$ cat config.mk
export PLATFORM = sky130hd
export DESIGN_NAME = dvi_tx_core_flat
export DESIGN_NICKNAME = d
export VERILOG_FILES = /design/src/rtl/dvi_tx_core_if.sv /design/src/rtl/dvi_tx_core.sv /design/src/flat_wrapper.sv
export SDC_FILE = /design/constraint.sdc
export NUM_CORES = 1
export LEC_CHECK = 0
export CORE_MARGIN = 3
export CORE_UTILIZATION = 61
export DETAILED_ROUTE_END_ITERATION = 12
export PLACE_DENSITY = 0.77
export SYNTH_ARGS = -nofsm -noshare
export SYNTH_HDL_FRONTEND = slang
export SYNTH_SLANG_ARGS = --single-unit
$ cat constraint.sdc
create_clock -name tmds_clk -period 6 [get_ports tmds_clk]
set_input_delay 0.6 -clock tmds_clk [delete_from_list [all_inputs] [get_ports tmds_clk]]
set_output_delay 0.6 -clock tmds_clk [all_outputs]
set_load 0.005 [all_outputs]
$ cat src/rtl/dvi_tx_core_if.sv
// Serial TMDS data lanes leaving the transmitter core, one bit per tmds_clk per lane.
// No backpressure: the sink samples every bit.
interface dvi_tx_core_if;
   logic signal_r;
   logic signal_g;
   logic signal_b;

   modport master (output signal_r, output signal_g, output signal_b);
   modport slave  (input  signal_r, input  signal_g, input  signal_b);
endinterface

$ cat src/rtl/dvi_tx_core.sv
// 640x480 colour-bar DVI source: timing, three TMDS 8b/10b encoders, 10:1 serializers.
// A pixel's bit 0 reaches its lane two pixel periods after the pixel is current; no backpressure.
module dvi_tmds_enc (
   input  logic       clk,
   input  logic       rst,
   input  logic       en,
   input  logic       de,
   input  logic [7:0] d,
   input  logic [1:0] ctl,
   output logic [9:0] q
);
   logic [3:0] n1_d;
   logic [3:0] n1_qm;
   logic       use_xnor;
   logic       acc;
   logic [8:0] qm;
   logic [4:0] disp;
   logic [4:0] delta;
   logic       invert;
   logic [9:0] q_nxt;
   logic [4:0] cnt_nxt;
   logic [4:0] cnt   = '0;
   logic [9:0] q_reg = '0;

   always_comb begin
      n1_d     = '0;
      n1_qm    = '0;
      qm       = '0;
      acc      = d[0];
      for (int i = 0; i < 8; i++) n1_d = n1_d + {3'b000, d[i]};
      use_xnor = (n1_d > 4'd4) || ((n1_d == 4'd4) && !d[0]);
      qm[0]    = d[0];
      for (int i = 1; i < 8; i++) begin
         acc   = acc ^ d[i] ^ use_xnor;
         qm[i] = acc;
      end
      qm[8] = !use_xnor;
      for (int i = 0; i < 8; i++) n1_qm = n1_qm + {3'b000, qm[i]};
      // disp = ones - zeros of qm[7:0]; cnt and disp are two's complement 5-bit
      disp   = {n1_qm, 1'b0} - 5'd8;
      invert = (!cnt[4] && (cnt != 5'd0) && !disp[4] && (disp != 5'd0)) ||
               (cnt[4] && disp[4]);
      if (invert) delta = (5'd0 - disp) + (qm[8] ? 5'd2 : 5'd0);
      else        delta = disp - (qm[8] ? 5'd0 : 5'd2);
      cnt_nxt = cnt + delta;
      q_nxt   = {invert, qm[8], invert ? ~qm[7:0] : qm[7:0]};
      if (!de) begin
         cnt_nxt = '0;
         case (ctl)
            2'b00:   q_nxt = 10'h354;
            2'b01:   q_nxt = 10'h0AB;
            2'b10:   q_nxt = 10'h154;
            default: q_nxt = 10'h2AB;
         endcase
      end
   end

   always_ff @(posedge clk) begin
      if (rst) begin
         cnt   <= '0;
         q_reg <= '0;
      end else if (en) begin
         cnt   <= cnt_nxt;
         q_reg <= q_nxt;
      end
   end

   assign q = q_reg;
endmodule

module dvi_tx_core (
   input  logic          tmds_clk,
   input  logic          rst,
   input  logic          pix_clk,
   dvi_tx_core_if.master lanes
);
   localparam logic [9:0] H_ACTIVE     = 10'd640;
   localparam logic [9:0] H_TOTAL      = 10'd800;
   localparam logic [9:0] H_SYNC_START = 10'd656;
   localparam logic [9:0] H_SYNC_END   = 10'd752;
   localparam logic [9:0] V_ACTIVE     = 10'd480;
   localparam logic [9:0] V_TOTAL      = 10'd525;
   localparam logic [9:0] V_SYNC_START = 10'd490;
   localparam logic [9:0] V_SYNC_END   = 10'd492;

   logic [3:0]       bit_cnt = '0;
   logic [9:0]       hcnt    = '0;
   logic [9:0]       vcnt    = '0;
   logic [2:0][9:0]  shift   = '0;
   logic             pix_en;
   logic             de;
   logic             hsync_n;
   logic             vsync_n;
   logic [2:0]       bar;
   logic [2:0]       rgb;
   logic [9:0]       enc_r;
   logic [9:0]       enc_g;
   logic [9:0]       enc_b;
   logic [2:0][9:0]  enc;
   logic             unused_pix_clk;

   // Pixel rate is derived from bit_cnt; the external pixel clock is only a legacy pin.
   assign unused_pix_clk = pix_clk;

   assign pix_en  = (bit_cnt == 4'd9);
   assign de      = (hcnt < H_ACTIVE) && (vcnt < V_ACTIVE);
   assign hsync_n = !((hcnt >= H_SYNC_START) && (hcnt < H_SYNC_END));
   assign vsync_n = !((vcnt >= V_SYNC_START) && (vcnt < V_SYNC_END));

   always_ff @(posedge tmds_clk) begin
      if (rst) begin
         bit_cnt <= '0;
         hcnt    <= '0;
         vcnt    <= '0;
      end else begin
         bit_cnt <= pix_en ? 4'd0 : bit_cnt + 4'd1;
         if (pix_en) begin
            if (hcnt == H_TOTAL - 10'd1) begin
               hcnt <= '0;
               vcnt <= (vcnt == V_TOTAL - 10'd1) ? 10'd0 : vcnt + 10'd1;
            end else begin
               hcnt <= hcnt + 10'd1;
            end
         end
      end
   end

   // Bar order white,yellow,cyan,green,magenta,red,blue,black maps onto inverted index bits.
   always_comb begin
      bar = '0;
      for (int i = 1; i < 8; i++) begin
         if (hcnt >= 10'(80 * i)) bar = 3'(i);
      end
      rgb = {~bar[1], ~bar[2], ~bar[0]};
   end

   dvi_tmds_enc u_enc_r (
      .clk (tmds_clk), .rst (rst), .en (pix_en), .de (de),
      .d   ({8{rgb[2]}}), .ctl (2'b00), .q (enc_r)
   );
   dvi_tmds_enc u_enc_g (
      .clk (tmds_clk), .rst (rst), .en (pix_en), .de (de),
      .d   ({8{rgb[1]}}), .ctl (2'b00), .q (enc_g)
   );
   dvi_tmds_enc u_enc_b (
      .clk (tmds_clk), .rst (rst), .en (pix_en), .de (de),
      .d   ({8{rgb[0]}}), .ctl ({vsync_n, hsync_n}), .q (enc_b)
   );

   assign enc = {enc_r, enc_g, enc_b};

   always_ff @(posedge tmds_clk) begin
      if (rst) begin
         shift <= '0;
      end else begin
         for (int i = 0; i < 3; i++) begin
            if (pix_en) shift[i] <= enc[i];
            else        shift[i] <= {1'b0, shift[i][9:1]};
         end
      end
   end

   assign lanes.signal_r = shift[2][0];
   assign lanes.signal_g = shift[1][0];
   assign lanes.signal_b = shift[0][0];
endmodule

$ cat src/flat_wrapper.sv
// flat-port wrapper written by rule: the top's interface ports become plain ports
module dvi_tx_core_flat 
  (tmds_clk, rst, pix_clk, lanes_signal_r, lanes_signal_g, lanes_signal_b);
  dvi_tx_core_if lanes_i ();
  input  logic tmds_clk;
  input  logic rst;
  input  logic pix_clk;
  output wire logic [$bits(lanes_i.signal_r)-1:0] lanes_signal_r;
  output wire logic [$bits(lanes_i.signal_g)-1:0] lanes_signal_g;
  output wire logic [$bits(lanes_i.signal_b)-1:0] lanes_signal_b;
  assign lanes_signal_r = lanes_i.signal_r;
  assign lanes_signal_g = lanes_i.signal_g;
  assign lanes_signal_b = lanes_i.signal_b;
  dvi_tx_core u_core (.tmds_clk(tmds_clk), .rst(rst), .pix_clk(pix_clk), .lanes(lanes_i));
endmodule
==> results.txt <==
Insertion delay to the later sink of the worst-skew pair - 0.36 ns
Clock sink total - 78
Area Growth Syn to Fin - 6.35%
Arrival @ worst endpoint - 3.19 ns
Post-synthesis cell area - 3600 µm²
Vias in the first global route - 2,611
Post-DRT Antenna Nets - 0
Max reg flops - 27
Hold Buf Count CTS - 0
First-pass GRT wire length - 11,400 µm
GRT Total Usage - 19.8%
Measured slew at the worst slew-check pin - 0.934 ns
# nets final - 431
Placed standard-cell area - 3640 µm²
Ports - 6
Max Clock Freq - 337 MHz
Die X - 82.9 µm
Top_reg_cell synth - dfxtp_1
Worst IR Drop VDD - 0.149 mV
Setup crit end kind - register
Seq cells post-synth - 78
Min Tclk post-route - 2.97 ns
Worst Clk Skew - 0.00973 ns
Hold_ws - 0.438 ns
Post-synthesis instance total - 411
Syn Nets - 434
Most Crowded Layer GR - met2
Warnings from Yosys - 0
Post-CTS setup buffer count - 0
Core ar. - 5610 µm²
Mean number of vias per cell - 5.65
Slew headroom - 37.8%
CTS Buffer Depth - 2
Clock-pin slew on the worst setup and hold paths - 0.09 ns
Distinct cells, synth - 58
Req. time, crit path - 6.22 ns
Largest regs - u_core.shift x27, u_core.hcnt x10, u_core.vcnt x10
Die extent in y - 82.9 µm
Pre-CTS WS - 3.09 ns
DRT Wirelength - 6540 µm
Initial antenna violation count - 0
R2R Setup Slk - 3.03 ns
Number of flops mapped to enable cells by yosys - 0
Pwr Density - 237 nW/µm²
Ys async rst share - 0%
Kind of critical path - reg2reg
Cell Rows - 27
Starting Density - 64.3%
Startpoint types - register
Hold Crit Class - reg2reg
Top reg by flops - u_core.shift
DR iter-0 viols - 117
M2 GR Usage - 33.0%
Num CTS Buffers - 9
Grt total ovfl - 0
Per-cell routed wire length - 13.5 µm
Hpwl dp - 4360 µm
Die Area - 6870 µm²
Hold path depth - 2
CP max FO - 11
Setup Viol. Count Final - 0
Max_cap viols - 0
PortBufs - 4
Remaining DRCs - 0
M1 GR Usage - 24.5%
Syn Area/Cell - 8.77 µm²
Vias - 2,738
H-tree levels - 3
Setup_tns - 0 ns
Root Buffer - clkbuf_8
Fin area - 3830 µm²
DR pass1 iterations - 6
Antenna diode count - 0
Register area share after synthesis - 43.3%
Post-cts resize count - 0
RD Place Congestion - 0.800
Endpoints failing hold - 0
RSZ-0062 raised after global routing - no
Largest net degree at the start of global routing - 54
TritonCTS clock tree - yes
Setup WS post-layout - 3.03 ns
Leak Pwr - 1.41 nW
Slew Limit Fails - 0
Met3 usage - 4.56%
Status - complete, no violations
Layout cells sized above 1 - 7.99%
Final worst-path cycle share - 49.5%
FF-to-FF path depth - 11
[final timing paths]
| check | start | end |
|---|---|---|
| max | u_core.hcnt[8] | u_core.u_enc_r.cnt[4] |
| min reg2reg | u_core.shift[2] | u_core.shift[1] |
| min | u_core.shift[2] | u_core.shift[1] |
| max reg2reg | u_core.hcnt[8] | u_core.u_enc_r.cnt[4] |
[power breakdown]
part           total (W)  internal (W)  leakage (nW)  switching, W
Clock           0.000370      0.000158        0.0896      0.000212
Combinational  0.0000171    0.00000519         0.690     0.0000119
Sequential      0.000521      0.000519         0.629    0.00000182
[cells in the final DEF, fill, tap and decap left out, drive strengths merged, types with 3 or more instances in the layout]
master         netlist  routed
buf                  6       3
a21o                 3       3
nand2               60      60
xor2                13      13
nor2                35      35
dfxtp               78      78
ha                  17      17
clkbuf              14       9
clkdlybuf4s50        0       3
nor3                20      20
inv                 20      23
fa                   3       3
nand3                7       7
nand4                8       8
xnor2                8       8
o21ai               10      10
and3                 4       4
a211oi               8       8
nand2b               5       5
a22o                 4       4
and2                 5       5
o21bai               3       3
o22ai                5       5
nor4                 4       4
a21oi               40      40
[metal layers]
layer | wire (µm) | vias up
li1 | - | 1413
met2 | 3120 | 36
met5 | 0 | -
met4 | 100 | 0
met3 | 200 | 10
met1 | 3120 | 1279
[critical path, cell delays in order (launching register included)]
cell	delay (ns)
dfxtp_1	0.54
o21bai_1	0.16
a21boi_0	0.14
nor3b_2	0.40
mux2i_1	0.35
ha_1	0.24
ha_1	0.23
a21o_1	0.18
a21oi_1	0.26
nor2_1	0.07
a31oi_1	0.17
o22ai_1	0.10
[layout make-up]
class	instances	area, µm²
clock buffer	9	124
clock inverter	7	66.3
fill	471	1770
inverter	20	75.1
multi-input combinational	293	1870
sequential	78	1560
tap	72	90.1
timing repair buffer	6	50.0
[synth_stat cells (all sizes together), types with 3 or more instances]
master  count  area, µm²
a21o        3       22.5
nand4       8       50.1
nand2      60        225
inv        20       75.1
a22o        4       35.0
o21bai      3       33.8
nand3       7       35.0
buf         6       48.8
and2        5       31.3
and3        4       25.0
ha         17        213
o21ai      10       50.0
xnor2       8       70.1
a21oi      40        208
dfxtp      78       1560
clkbuf     14       52.6
nor3       20        100
nor2       35        144
a211oi      8       60.1
fa          3       60.1
xor2       13        114
o22ai       5       31.3
nand2b      5       31.3
nor4        4       46.3
[cell families after synthesis]
logic type / Yosys count / synth area share (%)
muxes: 2 / 0.555
buffers and inverters: 40 / 4.89
AOI/OAI and AO/OA: 86 / 15.2
DFF: 78 / 43.3
xor gates and xnor gates: 21 / 5.10
and+or+nand+nor: 164 / 23.4
adders and majority gates: 20 / 7.57
[through the flow]
stage	std cells	total power, W	util (%)
4_1_cts	485	0.000918	68.4
3_5_place_dp	469	0.000550	65.0
6_report	485	0.000908	68.4
3_3_place_gp	469	0.000550	65.0
5_1_grt	485	0.000941	68.4
2_1_floorplan	411	0.000546	-
Power figures use the tool's default switching activity.
